File: src/rtl/serial_add_pkg.sv
// Shared types and constants for the bit-serial adder controller.
package serial_add_pkg;

  typedef enum logic [1:0] {
    IDLE = 2'd0,
    ADD  = 2'd1,
    DONE = 2'd2
  } state_e;

  localparam int MIN_WIDTH = 2;
  localparam int MAX_WIDTH = 64;

  // Bit counter width; never narrower than one bit.
  function automatic int cnt_width(input int w);
    return (w <= 2) ? 1 : $clog2(w);
  endfunction

endpackage

File: src/rtl/serial_add_ctrl_if.sv
// Operand/result handshake bundle between the serial adder controller and its user.
interface serial_add_ctrl_if #(parameter int WIDTH = 8);
  logic             in_valid;
  logic             in_ready;
  logic [WIDTH-1:0] in_a;
  logic [WIDTH-1:0] in_b;
  logic             in_cin;
  logic             out_valid;
  logic             out_ready;
  logic [WIDTH-1:0] out_sum;
  logic             out_cout;
  logic             out_ovf;

  modport master (
    output in_valid, in_a, in_b, in_cin, out_ready,
    input  in_ready, out_valid, out_sum, out_cout, out_ovf
  );

  modport slave (
    input  in_valid, in_a, in_b, in_cin, out_ready,
    output in_ready, out_valid, out_sum, out_cout, out_ovf
  );
endinterface

File: src/rtl/serial_add_bit.sv
// One-bit full-adder cell built from two half adders and an OR gate.
module serial_add_bit (
  input  logic a_i,
  input  logic b_i,
  input  logic c_i,
  output logic s_o,
  output logic c_o
);
  logic hs0, hc0, hc1;

  assign hs0 = a_i ^ b_i;
  assign hc0 = a_i & b_i;
  assign s_o = hs0 ^ c_i;
  assign hc1 = hs0 & c_i;
  assign c_o = hc0 | hc1;
endmodule

File: src/rtl/serial_add_ctrl.sv
// Bit-serial adder controller: one full-adder cell time-shared LSB-first over WIDTH bits.
// Define SERIAL_ADD_OVF_EN to add the signed-overflow output; otherwise out_ovf is tied low.
module serial_add_ctrl
  import serial_add_pkg::*;
#(
  parameter int WIDTH = 8
) (
  input  logic              clk,
  input  logic              rst,
  serial_add_ctrl_if.slave  bus
);
  localparam int CW = cnt_width(WIDTH);
  localparam logic [1:0] ST_IDLE = 2'(IDLE);
  localparam logic [1:0] ST_ADD  = 2'(ADD);
  localparam logic [1:0] ST_DONE = 2'(DONE);

  logic [1:0]       state_q, state_d;
  logic [CW-1:0]    cnt_q, cnt_d;
  logic [WIDTH-1:0] a_sh_q, a_sh_d;
  logic [WIDTH-1:0] b_sh_q, b_sh_d;
  logic [WIDTH-1:0] sum_sh_q, sum_sh_d;
  logic             carry_q, carry_d;
  logic [WIDTH-1:0] out_sum_q, out_sum_d;
  logic             out_cout_q, out_cout_d;
  logic             out_valid_q, out_valid_d;
  logic             bit_s, bit_c;
  logic             last_bit;

  serial_add_bit u_bit (
    .a_i (a_sh_q[0]),
    .b_i (b_sh_q[0]),
    .c_i (carry_q),
    .s_o (bit_s),
    .c_o (bit_c)
  );

  assign last_bit = (cnt_q == CW'(WIDTH - 1));

  always_comb begin
    state_d     = state_q;
    cnt_d       = cnt_q;
    a_sh_d      = a_sh_q;
    b_sh_d      = b_sh_q;
    sum_sh_d    = sum_sh_q;
    carry_d     = carry_q;
    out_sum_d   = out_sum_q;
    out_cout_d  = out_cout_q;
    out_valid_d = out_valid_q;
    case (state_q)
      ST_IDLE: begin
        if (bus.in_valid) begin
          a_sh_d  = bus.in_a;
          b_sh_d  = bus.in_b;
          carry_d = bus.in_cin;
          cnt_d   = '0;
          state_d = ST_ADD;
        end
      end
      ST_ADD: begin
        a_sh_d   = a_sh_q >> 1;
        b_sh_d   = b_sh_q >> 1;
        sum_sh_d = {bit_s, sum_sh_q[WIDTH-1:1]};
        carry_d  = bit_c;
        cnt_d    = cnt_q + CW'(1);
        if (last_bit) state_d = ST_DONE;
      end
      ST_DONE: begin
        // First DONE cycle registers the result; out_valid rises one cycle after the last bit.
        if (!out_valid_q) begin
          out_sum_d   = sum_sh_q;
          out_cout_d  = carry_q;
          out_valid_d = 1'b1;
        end else if (bus.out_ready) begin
          out_valid_d = 1'b0;
          state_d     = ST_IDLE;
        end
      end
      default: state_d = ST_IDLE;
    endcase
  end

  always_ff @(posedge clk or posedge rst) begin
    if (rst) begin
      state_q     <= ST_IDLE;
      cnt_q       <= '0;
      a_sh_q      <= '0;
      b_sh_q      <= '0;
      sum_sh_q    <= '0;
      carry_q     <= 1'b0;
      out_sum_q   <= '0;
      out_cout_q  <= 1'b0;
      out_valid_q <= 1'b0;
    end else begin
      state_q     <= state_d;
      cnt_q       <= cnt_d;
      a_sh_q      <= a_sh_d;
      b_sh_q      <= b_sh_d;
      sum_sh_q    <= sum_sh_d;
      carry_q     <= carry_d;
      out_sum_q   <= out_sum_d;
      out_cout_q  <= out_cout_d;
      out_valid_q <= out_valid_d;
    end
  end

  assign bus.in_ready  = (state_q == ST_IDLE);
  assign bus.out_valid = out_valid_q;
  assign bus.out_sum   = out_sum_q;
  assign bus.out_cout  = out_cout_q;

`ifdef SERIAL_ADD_OVF_EN
  // Carry into the MSB is captured while the MSB is being added; overflow = that XOR carry out.
  logic msb_cin_q, msb_cin_d;
  logic out_ovf_q, out_ovf_d;

  always_comb begin
    msb_cin_d = msb_cin_q;
    out_ovf_d = out_ovf_q;
    if (state_q == ST_ADD && last_bit) msb_cin_d = carry_q;
    if (state_q == ST_DONE && !out_valid_q) out_ovf_d = msb_cin_q ^ carry_q;
  end

  always_ff @(posedge clk or posedge rst) begin
    if (rst) begin
      msb_cin_q <= 1'b0;
      out_ovf_q <= 1'b0;
    end else begin
      msb_cin_q <= msb_cin_d;
      out_ovf_q <= out_ovf_d;
    end
  end

  assign bus.out_ovf = out_ovf_q;
`else
  assign bus.out_ovf = 1'b0;
`endif

endmodule

File: src/flat_wrapper.sv
// flat-port wrapper written by rule: the top's interface ports become plain ports
module serial_add_ctrl_flat import serial_add_pkg::*;
#(
  parameter int WIDTH = 8
)
  (clk, rst, bus_in_valid, bus_in_a, bus_in_b, bus_in_cin, bus_out_ready, bus_in_ready, bus_out_valid, bus_out_sum, bus_out_cout, bus_out_ovf);
  serial_add_ctrl_if #(.WIDTH(WIDTH)) bus_i ();
  input  logic clk;
  input  logic rst;
  input wire logic [$bits(bus_i.in_valid)-1:0] bus_in_valid;
  input wire logic [$bits(bus_i.in_a)-1:0] bus_in_a;
  input wire logic [$bits(bus_i.in_b)-1:0] bus_in_b;
  input wire logic [$bits(bus_i.in_cin)-1:0] bus_in_cin;
  input wire logic [$bits(bus_i.out_ready)-1:0] bus_out_ready;
  output wire logic [$bits(bus_i.in_ready)-1:0] bus_in_ready;
  output wire logic [$bits(bus_i.out_valid)-1:0] bus_out_valid;
  output wire logic [$bits(bus_i.out_sum)-1:0] bus_out_sum;
  output wire logic [$bits(bus_i.out_cout)-1:0] bus_out_cout;
  output wire logic [$bits(bus_i.out_ovf)-1:0] bus_out_ovf;
  assign bus_i.in_valid = bus_in_valid;
  assign bus_i.in_a = bus_in_a;
  assign bus_i.in_b = bus_in_b;
  assign bus_i.in_cin = bus_in_cin;
  assign bus_i.out_ready = bus_out_ready;
  assign bus_in_ready = bus_i.in_ready;
  assign bus_out_valid = bus_i.out_valid;
  assign bus_out_sum = bus_i.out_sum;
  assign bus_out_cout = bus_i.out_cout;
  assign bus_out_ovf = bus_i.out_ovf;
  serial_add_ctrl #(.WIDTH(WIDTH)) u_core (.clk(clk), .rst(rst), .bus(bus_i));
endmodule
File: config.mk
export PLATFORM = sky130hd
export DESIGN_NAME = serial_add_ctrl_flat
export DESIGN_NICKNAME = d
export VERILOG_FILES = /design/src/rtl/serial_add_pkg.sv /design/src/rtl/serial_add_ctrl_if.sv /design/src/rtl/serial_add_bit.sv /design/src/rtl/serial_add_ctrl.sv /design/src/flat_wrapper.sv
export SDC_FILE = /design/constraint.sdc
export NUM_CORES = 1
export LEC_CHECK = 0
export ABC_AREA = 1
export CAP_MARGIN = 20
export CORE_ASPECT_RATIO = 1.2
export CORE_MARGIN = 2
export CORE_UTILIZATION = 25
export CTS_BUF_LIST = sky130_fd_sc_hd__clkbuf_8
export DETAILED_ROUTE_END_ITERATION = 8
export PLACE_DENSITY = 0.44
export REMOVE_ABC_BUFFERS = 1
export SETUP_SLACK_MARGIN = 0.02
export SLEW_MARGIN = 0
export SYNTH_ARGS = -nofsm -noshare
export SYNTH_HDL_FRONTEND = slang
export SYNTH_SLANG_ARGS = --single-unit
export TNS_END_PERCENT = 10
File: constraint.sdc
create_clock -name clk -period 1.2 [get_ports clk]
set_input_delay 0.24 -clock clk [delete_from_list [all_inputs] [get_ports clk]]
set_output_delay 0.24 -clock clk [all_outputs]
set_load 0.05 [all_outputs]
==> impl_metrics.ini <==
[synthesis]
synth_edf_count = 0
yosysSeqAreaShare_pct = 52.4
yosys_warnings = 0
ys_ff_latch = 40
synth_flop_cell = dfrtp_1
async_flop_share_pct = 100
synth.distinct_cells = 19
avgSynthCellArea_um2 = 8.12
synthCells = 235
synthesis.area_mm2 = 0.00191

[floorplan]
die_y_um = 99.7
die_area_mm2 = 0.00835
initial_core_util_pct = 26.1
rows = 34
ios = 33
core_area_mm2 = 0.00732
die_width_um = 83.8

[grt]
groute.usage.overall_pct = 9.65
antenna_found_initial = 0
grt_pass1_wl_um = 6340
first_global_vias = 1399
grt_overflow = 0
grt_start_max_net_pins = 41

[clocking]
tritoncts = yes
cts-root-buf = clkbuf_8
clock_path_buffers = 2
insertion_delay_ns = 0.29
path_clk_slew_ns = 0.08
numCtsBuffers = 5
clock_sinks = 40
htree_levels = 2

[timing]
setup_violations = 1
slew_violations = 0
final-hold-violation-count = 0
worst_slack_ns = -0.0532
fin_crit_ns = 1.25
fin_setup_tns_ns = -0.0532
skew_ns = 0.00632
timing.final.crit_share_pct = 104
grt_setup_unrepaired = yes
fin_hold_ws_ns = 0.304
timing.fmax_mhz = 798

[critical_path]
critical_path_peak_fanout = 2
rrSetupSlack_ns = 0.05
end_kind = output pin
crit_arrival_ns = 1.01
critPathRequiredTime_ns = 0.96
cp-start-kind = flip-flop
ff2ff_path_depth = 3
setup.worst_path.class = flip-flop to output pin

[final_layout]
layout_common_cells = nand2_1, inv_1, dfrtp_1, nand3_1, clkdlybuf4s50_1
area_growth_pct = 40.7
drive_gt1_share_pct = 21.1
nNetsFinal = 304
antenna_cells = 0
fillers = 773
layout_commonest_cell = nand2_1
final_area_mm2 = 0.00269

[outcome]
status = finished with violations
violations = setup timing

[route]
wirelength_um = 3890
first_pass_iters = 4
drtAntennaViolNets = 0
wl_per_cell_um = 10.5
drc = 0
drt-initial-drc-count = 114
via_per_inst = 4.06
via_count = 1502

[flow_run]
maxCapViolCount = 0

[pwr]
power_leakage_uw = 0.00138
vdd_drop_max_v = 0.00112
p_per_area_mw_per_mm2 = 2410
p_total_uw = 6480

[place]
placed_area_mm2 = 0.00249
numPortBuffers = 31
place_congestion = 0.666
dp_hpwl_um = 2730

[min_path]
min_path_type = primary input to async pin
==> Yosys cell counts (2+ instances only) <==
cell	count	area (µm²)
nand2_1	95	357
inv_1	41	154
dfrtp_1	40	1000
nand3_1	20	100
o21ai_0	10	50.1
o21ai_2	7	61.3
buf_2	4	20.0
buf_6	4	45.0
ha_1	2	25.0
nand2_4	2	22.5
nor2_1	2	7.51
==> area by class of cell <==
class	count	area, µm²	area share [%]
tap	90	113	4.19
inverter	43	170	6.33
multi-input combinational	144	723	26.9
clock inverter	2	8.76	0.326
clock buffer	5	68.8	2.56
sequential	40	1000	37.4
timing repair buffer	46	599	22.3
==> worst max-delay path: stages, from the launching register on <==
cell	delay, ns
dfrtp_2	0.42
inv_2	0.06
nand2_2	0.05
inv_2	0.07
buf_12	0.13
==> kinds of logic (layout without fill, tap and decap cells) <==
group,after synthesis,after routing,synth area share [%]
AOI/OAI and AO/OA,18,18,6.09
adders and majority gates,3,3,2.36
buffers and inverters,52,96,12.5
DFF,40,40,52.4
other,1,1,0.196
and+or+nand+nor,121,122,26.4
==> sequential cells by signal, indices dropped and copies added, names as in the netlist <==
signal	cells
u_core.sum_sh_q	8
u_core.bus.out_valid	1
u_core.state_q	2
u_core.cnt_q	3
u_core.bus.out_cout	1
u_core.b_sh_q	8
u_core.a_sh_q	8
u_core.bus.out_sum	8
u_core.carry_q	1
==> path summary, 6_finish.rpt <==
check,from,end
worst max-delay path,u_core.state_q[0]$_DFFE_PP0P_,bus_in_ready
min in group clk,u_core.a_sh_q[7]$_DFFE_PP0P_,u_core.a_sh_q[7]$_DFFE_PP0P_
worst min-delay path,rst,u_core.b_sh_q[2]$_DFFE_PP0P_
worst min register to register,u_core.a_sh_q[7]$_DFFE_PP0P_,u_core.a_sh_q[7]$_DFFE_PP0P_
max in group asynchronous,rst,u_core.state_q[0]$_DFFE_PP0P_
worst max register to register,u_core.a_sh_q[0]$_DFFE_PP0P_,u_core.sum_sh_q[7]$_DFFE_PP0N_
==> where the power goes <==
group / switching, µW / total [µW] / internal, µW
Sequential: 390 / 2330 / 1940
Clock: 441 / 827 / 387
Combinational: 1830 / 3330 / 1500
==> per-stage QoR <==
stage                     utilization [%]  cells  setup slack (ns)
after global routing                 36.7    370            -0.105
after detailed placement             34.1    357           -0.0834
after CTS                            35.7    368           -0.0721
after floorplan                         -    226            -0.333
after global placement               34.1    357           -0.0734
final                                36.7    370           -0.0532
==> what timing repair did <==
action                                  in CTS  in global routing
cloned                                       0                  1
pin swaps                                    0                  3
resized for setup                            5                 13
endpoints found under the setup margin       1                 31
hold buffers                                 0                  0
setup buffers                                4                  1
==> per-layer routing <==
metal	up-vias	GRT usage [%]	share of wire, %
met5	-	0	0
met4	0	3.72	1.6
met3	7	3.07	4.2
met2	29	17.1	50
met1	680	10.8	45
li1	786	-	-
(Power assumes the default switching activity.)
